<file path="src/rtl/multi_cycle_ctrl.sv">
// multi_cycle_ctrl
//   Moore main-control FSM for a multi-cycle MIPS datapath. It sequences
//   fetch/decode/execute/memory/writeback for R-type, lw, sw and beq, waits on
//   mem_ready during memory accesses, and counts retired instructions.
//
// Ports
//   clk, rst          : clock (rising edge), synchronous active-high reset
//   opcode            : IR[31:26], valid from DECODE onward
//   zero              : ALU zero flag, qualifies pc_write in BRANCH
//   mem_ready         : current memory access done (FETCH / MEMRD / MEMWR)
//   alu_sel           : 00 CALCU, 01 LOAD(add), 10 SAVE(add), 11 BEQ(sub)
//   pc_write..alu_src_b : datapath steering and enables, decoded from state
//   state             : current state encoding (debug)
//   illegal           : 1-cycle pulse after DECODE sees an unsupported opcode
//   instr_done        : 1-cycle pulse in the FETCH cycle after a retire
//   instr_count       : retired-instruction counter, wraps silently
module multi_cycle_ctrl #(
  parameter int COUNT_W = 16
) (
  input  logic               clk,
  input  logic               rst,
  input  logic [5:0]         opcode,
  input  logic               zero,
  input  logic               mem_ready,
  output logic [1:0]         alu_sel,
  output logic               pc_write,
  output logic               pc_src,
  output logic               iord,
  output logic               mem_read,
  output logic               mem_write,
  output logic               ir_write,
  output logic               reg_write,
  output logic               reg_dst,
  output logic               mem_to_reg,
  output logic               alu_src_a,
  output logic [1:0]         alu_src_b,
  output logic [3:0]         state,
  output logic               illegal,
  output logic               instr_done,
  output logic [COUNT_W-1:0] instr_count
);

  typedef enum logic [3:0] {
    S_FETCH  = 4'd0,
    S_DECODE = 4'd1,
    S_MEMADR = 4'd2,
    S_MEMRD  = 4'd3,
    S_MEMWB  = 4'd4,
    S_MEMWR  = 4'd5,
    S_EXEC   = 4'd6,
    S_RWB    = 4'd7,
    S_BRANCH = 4'd8
  } state_e;

  localparam logic [5:0] OP_RTYPE = 6'b000000;
  localparam logic [5:0] OP_LW    = 6'b100011;
  localparam logic [5:0] OP_SW    = 6'b101011;
  localparam logic [5:0] OP_BEQ   = 6'b000100;

  localparam logic [1:0] SEL_CALCU = 2'b00;
  localparam logic [1:0] SEL_LOAD  = 2'b01;
  localparam logic [1:0] SEL_SAVE  = 2'b10;
  localparam logic [1:0] SEL_BEQ   = 2'b11;

  state_e               state_q, state_d;
  logic                 illegal_q, illegal_d;
  logic                 instr_done_q, instr_done_d;
  logic [COUNT_W-1:0]   instr_count_q, instr_count_d;
  logic                 retire;

  // Next state, retire detection and the registered pulses.
  always_comb begin
    state_d  = S_FETCH;
    illegal_d = 1'b0;
    retire    = 1'b0;
    unique case (state_q)
      S_FETCH:  state_d = mem_ready ? S_DECODE : S_FETCH;
      S_DECODE: begin
        unique case (opcode)
          OP_LW, OP_SW: state_d = S_MEMADR;
          OP_RTYPE:     state_d = S_EXEC;
          OP_BEQ:       state_d = S_BRANCH;
          default: begin
            state_d   = S_FETCH;
            illegal_d = 1'b1;
          end
        endcase
      end
      S_MEMADR: state_d = (opcode == OP_LW) ? S_MEMRD : S_MEMWR;
      S_MEMRD:  state_d = mem_ready ? S_MEMWB : S_MEMRD;
      S_MEMWB: begin
        state_d = S_FETCH;
        retire  = 1'b1;
      end
      S_MEMWR: begin
        state_d = mem_ready ? S_FETCH : S_MEMWR;
        retire  = mem_ready;
      end
      S_EXEC:   state_d = S_RWB;
      S_RWB: begin
        state_d = S_FETCH;
        retire  = 1'b1;
      end
      S_BRANCH: begin
        // Retires whether or not the branch is taken.
        state_d = S_FETCH;
        retire  = 1'b1;
      end
      // Unreachable encodings recover to FETCH.
      default:  state_d = S_FETCH;
    endcase
    instr_done_d  = retire;
    instr_count_d = instr_count_q + COUNT_W'(retire);
  end

  always_ff @(posedge clk) begin
    if (rst) begin
      state_q       <= S_FETCH;
      illegal_q     <= 1'b0;
      instr_done_q  <= 1'b0;
      instr_count_q <= '0;
    end else begin
      state_q       <= state_d;
      illegal_q     <= illegal_d;
      instr_done_q  <= instr_done_d;
      instr_count_q <= instr_count_d;
    end
  end

  // Datapath controls: pure decode of the state register, qualified by
  // mem_ready (FETCH) and zero (BRANCH).
  always_comb begin
    alu_sel    = SEL_CALCU;
    pc_write   = 1'b0;
    pc_src     = 1'b0;
    iord       = 1'b0;
    mem_read   = 1'b0;
    mem_write  = 1'b0;
    ir_write   = 1'b0;
    reg_write  = 1'b0;
    reg_dst    = 1'b0;
    mem_to_reg = 1'b0;
    alu_src_a  = 1'b0;
    alu_src_b  = 2'b00;
    unique case (state_q)
      S_FETCH: begin
        mem_read  = 1'b1;
        alu_src_b = 2'b01;
        alu_sel   = SEL_LOAD;
        // PC+4 and IR load only once the fetch data is actually there.
        ir_write  = mem_ready;
        pc_write  = mem_ready;
      end
      S_DECODE: begin
        // Speculative branch target into ALUOut.
        alu_src_b = 2'b11;
        alu_sel   = SEL_LOAD;
      end
      S_MEMADR: begin
        alu_src_a = 1'b1;
        alu_src_b = 2'b10;
        alu_sel   = (opcode == OP_LW) ? SEL_LOAD : SEL_SAVE;
      end
      S_MEMRD: begin
        iord     = 1'b1;
        mem_read = 1'b1;
      end
      S_MEMWB: begin
        reg_write  = 1'b1;
        mem_to_reg = 1'b1;
      end
      S_MEMWR: begin
        iord      = 1'b1;
        mem_write = 1'b1;
      end
      S_EXEC: begin
        alu_src_a = 1'b1;
        alu_sel   = SEL_CALCU;
      end
      S_RWB: begin
        reg_write = 1'b1;
        reg_dst   = 1'b1;
      end
      S_BRANCH: begin
        alu_src_a = 1'b1;
        alu_sel   = SEL_BEQ;
        pc_src    = 1'b1;
        pc_write  = zero;
      end
      default: ;
    endcase
  end

  assign state       = state_q;
  assign illegal     = illegal_q;
  assign instr_done  = instr_done_q;
  assign instr_count = instr_count_q;

endmodule

</file>
<file path="config.mk">
export PLATFORM = sky130hd
export DESIGN_NAME = multi_cycle_ctrl
export DESIGN_NICKNAME = d
export VERILOG_FILES = /design/src/rtl/multi_cycle_ctrl.sv
export SDC_FILE = /design/constraint.sdc
export NUM_CORES = 1
export LEC_CHECK = 0
export CORE_UTILIZATION = 44
export DETAILED_ROUTE_END_ITERATION = 10
export GPL_ROUTABILITY_DRIVEN = 0
export PLACE_DENSITY = 0.79
export SYNTH_ARGS = -nofsm -noshare
export SYNTH_HDL_FRONTEND = slang
export SYNTH_SLANG_ARGS = --single-unit
export TNS_END_PERCENT = 10
</file>
<file path="constraint.sdc">
create_clock -name clk -period 2.87 [get_ports clk]
set_input_delay 0.574 -clock clk [delete_from_list [all_inputs] [get_ports clk]]
set_output_delay 0.574 -clock clk [all_outputs]
set_load 0.01 [all_outputs]
</file>
Word level (Yosys, flattened, before mapping) --
Cells that the tools add are included.
Word-level totals: output and inout bits 36, bits in writable memories 0, latch bits 0, memories kept 0, memory bits (read-only) 0, input port bits 10, logic and storage cells 49, register bits after elaboration 22
Cells by class: reduce and logical (&&, ||, !) cells 11, shift-type cells 0, equality and inequality tests 11, mux-type cells 21, $add $sub $neg 1, bitwise logic cells 1, div/mod/pow operators 0, order comparisons 0, $mul 0
Operators by type and width (number):
- 4-bit one-hot mux with 6 select lines | 1
- 16-bit by 1-bit adder with 16-bit output | 1
- 4-bit by 3-bit == test with 1-bit output (second input constant) | 4
- 6-bit == test (second input constant) | 2
- 2-bit one-hot mux with 3 select lines | 2
- 4-bit one-hot mux with 3 select lines | 1
- 2-bit OR reduction | 6
- 1-bit 2-to-1 mux | 11
- 3-bit 2-to-1 mux | 3
- 4-bit by 2-bit == test with 1-bit output (second input constant) | 2
- 6-bit by 3-bit == test with 1-bit output (second input constant) | 1
- 6-bit logical NOT | 1
- 3-bit OR reduction | 2
- 4-bit by 1-bit == test with 1-bit output (second input constant) | 1
- 4-bit == test (second input constant) | 1
- 4-bit logical NOT | 1
- 1-bit one-hot mux with 2 select lines | 2
- 4-bit OR reduction | 1
- 2-bit 2-to-1 mux | 1
- 1-bit inverter | 1

Longest topological paths before layout --
Gate-level depths: netlist of the first run.
word-level depth 4, mapped depth 10, depth with buffers taken out 9

Worst setup path before layout of the first run --
OpenSTA, ideal clock, no wires.
path kind register to register, start point register state_q[2], in the netlist state[2], end point register instr_count_q[14], in the netlist instr_count[14], required time 2.742 ns, period minus slack after synthesis 2.282 ns, arrival time 2.155 ns, setup slack 0.588 ns, path buffers 1, cell stages (with the launch flop) 11, setup time 0.128 ns, cells stage by stage dfxtp_1 > buf_2 > nand2b_1 > o22a_1 > o22ai_1 > ha_1 > ha_1 > nand3_1 > nor4_1 > xnor2_1 > nor2_1
On the way: longest elaborated chain between the ends 4, elaborated cells on any way between the ends 7, classes of those cells add/sub: 1; eq/ne: 4; mux: 1; reduce/logical: 1
RTL lines:
- from (decl) | line 65 | state_e state_q, state_d;
- from (signal assigned) | line 123 | state_q <= state_d;
- 4-bit == test or 4-bit by 3-bit == test with 1-bit output (tied branches) | line 76 | unique case (state_q)
- 3-bit OR reduction (no line)
- 1-bit one-hot mux with 2 select lines (*) | line 76
- via instr_done_d | line 67 | logic instr_done_q, instr_done_d;
- 16-bit by 1-bit adder with 16-bit output (*) | line 113 | instr_count_d = instr_count_q + COUNT_W'(retire);
- to (signal assigned) | line 126 | instr_count_q <= instr_count_d;
- to (decl) | line 68 | logic [COUNT_W-1:0] instr_count_q, instr_count_d;
The timed path passes the listed nets; every way through them passes the cells marked *. A chain may end at the register's enable or synchronous reset.

Worst setup path after layout of the first run --
start point input opcode[1], end point output alu_sel[0]
On the way: longest elaborated chain between the ends 3
RTL lines:
- from (decl) | line 22 | input logic [5:0] opcode,
- 6-bit == test | line 162 | alu_sel = (opcode == OP_LW) ? SEL_LOAD : SEL_SAVE;
- 2-bit 2-to-1 mux | line 162
- 2-bit one-hot mux with 3 select lines | line 145 | unique case (state_q)
- to (decl) | line 25 | output logic [1:0] alu_sel,
No other way between the ends.

==> results of run 1 <==
power breakdown:
group / switching [mW] / internal, mW / leakage [nW]
Clock: 0.0954 / 0.141 / 0.0279
Sequential: 0.00258 / 0.307 / 0.178
Combinational: 0.0297 / 0.0366 / 0.418
worst paths after layout:
path	to	depth (start not counted)	slack, ns	from
worst min register to register	instr_count[7]	2	0.54	instr_count[7]
worst max register to register	instr_count[14]	9	0.35	state[2]
worst max-delay path	alu_sel[0]	6	0.1	opcode[1]
worst min-delay path	instr_count[7]	2	0.54	instr_count[7]
cells in the mapped netlist (2+ instances only):
library cell and number:
dfxtp_1 22, nor2_1 22, xnor2_1 12, nand2_1 6, nand2b_1 6, nand3_1 6
nor3_1 6, nor2b_1 5, nor4_1 5, o21ai_0 5, a21oi_1 4, buf_2 4
inv_1 3, or3_1 3, buf_1 2, buf_6 2, ha_1 2, nand4_1 2
nor3b_1 2, o21a_1 2, or4_4 2, xor2_1 2
placed cells by master (no fill, tap or decap), types with 3 or more instances in the layout:
cell type	n
a21oi_1	4
nor3_1	6
inv_1	3
o21ai_0	5
dfxtp_1	22
nor4_1	5
nand3_1	6
or3_1	3
nor2b_1	5
nand2_1	6
xnor2_1	12
clkdlybuf4s50_1	43
nor2_1	22
nand2b_1	6
clkbuf_4	3
buf_4	10
cells by family after synthesis:
kind of cell,count (synthesis)
AOI/OAI and AO/OA,20
muxes,1
DFF,22
xor gates and xnor gates,14
and+or+nand+nor,74
buffers and inverters,12
adders and majority gates,2
state kept, by name, summed over array words and instances (netlist names):
signal,flops
state,4
illegal,1
instr_count,16
instr_done,1
metal layers:
metal	share of wire [%]	routed length (µm)
met2	50	1570
met5	0	0
met4	0.92	29
met3	4.4	137
met1	45	1410
layout make-up:
cell class	count	area [µm²]	share of cell area, %
repair buffers	55	523	29.1
clock inverters	1	30.0	1.67
multi-input cells	111	731	40.7
clock buffers	3	22.5	1.25
inverters	3	11.3	0.627
well taps	30	37.5	2.09
flip-flops and latches	22	440	24.5
per-stage QoR:
| step | hold WS [ns] | TNS (ns) | std cells |
|---|---|---|---|
| after floorplan | 0.526 | 0 | 145 |
| after CTS | 0.547 | 0 | 225 |
| after global placement | 0.496 | -0.204 | 221 |
| after detailed placement | 0.525 | -0.272 | 221 |
| after global routing | 0.571 | 0 | 225 |
| final | 0.537 | 0 | 225 |
worst min-delay path, cell delays in order (launching register included):
cell and delay, ns:
dfxtp_1 0.36, o21ai_0 0.08, a21oi_1 0.06
==> impl_metrics.tcl, run 1 <==
set metrics [dict create \
    dp_hpwl_um 2410 \
    slowest_delay_ns 0.49 \
    finalPower_uw 613 \
    synth.ff_latch_count 22 \
    coreArea_mm2 0.00257 \
    dr.first_iter.drc_count 20 \
    maxSlewViolCount 0 \
    cp_num_buf_inv 2 \
    syn-num-nets 157 \
    start_util_pct 48.1 \
    path_cells "clkdlybuf4s50_1, nand3_1, or4_4, o21a_1, o32ai_1, dlygate4sd2_1" \
    outcome "complete, no violations" \
    worstSetupStartpointType "input port" \
    clk_path_buf_depth 2 \
    ys.flop_type "dfxtp_1" \
    fin_crit_sh_pct 96.7 \
    nNetsFinal 208 \
    drt.antenna.violating_nets 0 \
    cts.sinks 22 \
    post-route-util_pct 69.9 \
    chipWidth_um 55.0 \
    rsz0062_at_grt "false" \
    tightest_slew_ns 0.414 \
    synth.area.mux_share_pct 0.810 \
    power.density_mw_per_mm2 341 \
    synthArstFlopShare_pct 0 \
    avgSynthCellArea_um2 8.53 \
    synth_warnings 0 \
    critical_path.top_delay_family "buffers and inverters" \
    dieArea_mm2 0.00303 \
    clk_pin_slew_ns 0.12 \
    vias_per_cell 5.26 \
    synth_top_area_share_pct 35.6 \
    insertion_delay_ns 0.31 \
    globalRouteMet1Util_pct 25.9 \
    nFillCells 235 \
    yosys-top-cells-area "dfxtp_1 36%, xnor2_1 8.5%, nor2_1 6.7%, nand2b_1 3.0%, nor2b_1 2.5%" \
    hold_violations 0 \
    vias 1184 \
    antenna_cells 0 \
    use_met2_pct 41.6 \
    p_leak_nw 0.623 \
    wl_um 3150 \
    dr.pass1.iters 4 \
    io_pins 46 \
    fin_skew_ns 0.00418 \
    synth-compound-area-share_pct 11.3 \
    post-place-ws_ns -0.193 \
    drc_errors 0 \
    cts_hold_buf 0 \
    synth_edf_count 0 \
    grt_pass1_vias 1132 \
    endpoint_kind "output port" \
    post_cts_buffers 0 \
    fin_crit_ns 2.77 \
    track_usage_pct 22.4 \
    synth-xor-area-share_pct 9.92 \
    grt_max_degree 15 \
    netlist_area_mm2 0.00124 \
    synth_top_family_by_area "simple AND/OR/NAND/NOR gates" \
    ys_seq_area_share_pct 35.6 \
    relSlewSlack_pct 72.4 \
    cts_resized 2 \
    drv_cap 0 \
    yosysUniqueCellTypes 42 \
    stdcell_area_mm2 0.00180 \
    cts-root-buf "clkbuf_4" \
    slowest_stage "clkdlybuf4s50_1" \
    cts_tree "built" \
    crit_required_ns 2.30 \
    cts_buffers 3 \
    htree_levels 1 \
    die_y_um 55.0 \
    synthAdderAreaFrac_pct 2.02 \
    rows 18 \
    met3_usage_pct 5.46 \
    top_usage_layer "met2" \
    cp_max_fo 2 \
    netlist_instances 145 \
    ir_worst_vdd_mv 0.562 \
    syn_to_final_growth_pct 45.2 \
    io_buffers 45 \
    cp.arrival_ns 2.20 \
    hp-class "reg -> reg" \
    yosysTopAreaCell "dfxtp_1" \
    synth-simple-area-share_pct 35.0 \
    drt-wirelength-per-cell_um 14.0 \
    grt_first_pass_wirelength_um 4840 \
    setup_viol 0 \
    grt-ovfl-total 0 \
    max_freq_mhz 360 \
    drive_gt1_share_pct 11.3 \
    placed_area_mm2 0.00175 \
    fin_ws_ns 0.0961 \
    grt_antenna_before_repair 0 \
    path_class "in -> out" \
]
(Power assumes the default switching activity.)
==> run 2: changes to the inputs <==
SLEW_MARGIN = 30   (was default)
==> results of run 2 <==
The final DEF is identical to that of run 1; final timing and power are the same.
==> run 3: changes to the inputs <==
GPL_ROUTABILITY_DRIVEN = default   (was 0)
HOLD_SLACK_MARGIN = 0.12   (was default)
SLEW_MARGIN = default   (was 30)
==> results of run 3 <==
The final DEF is identical to that of run 1; final timing and power are the same.
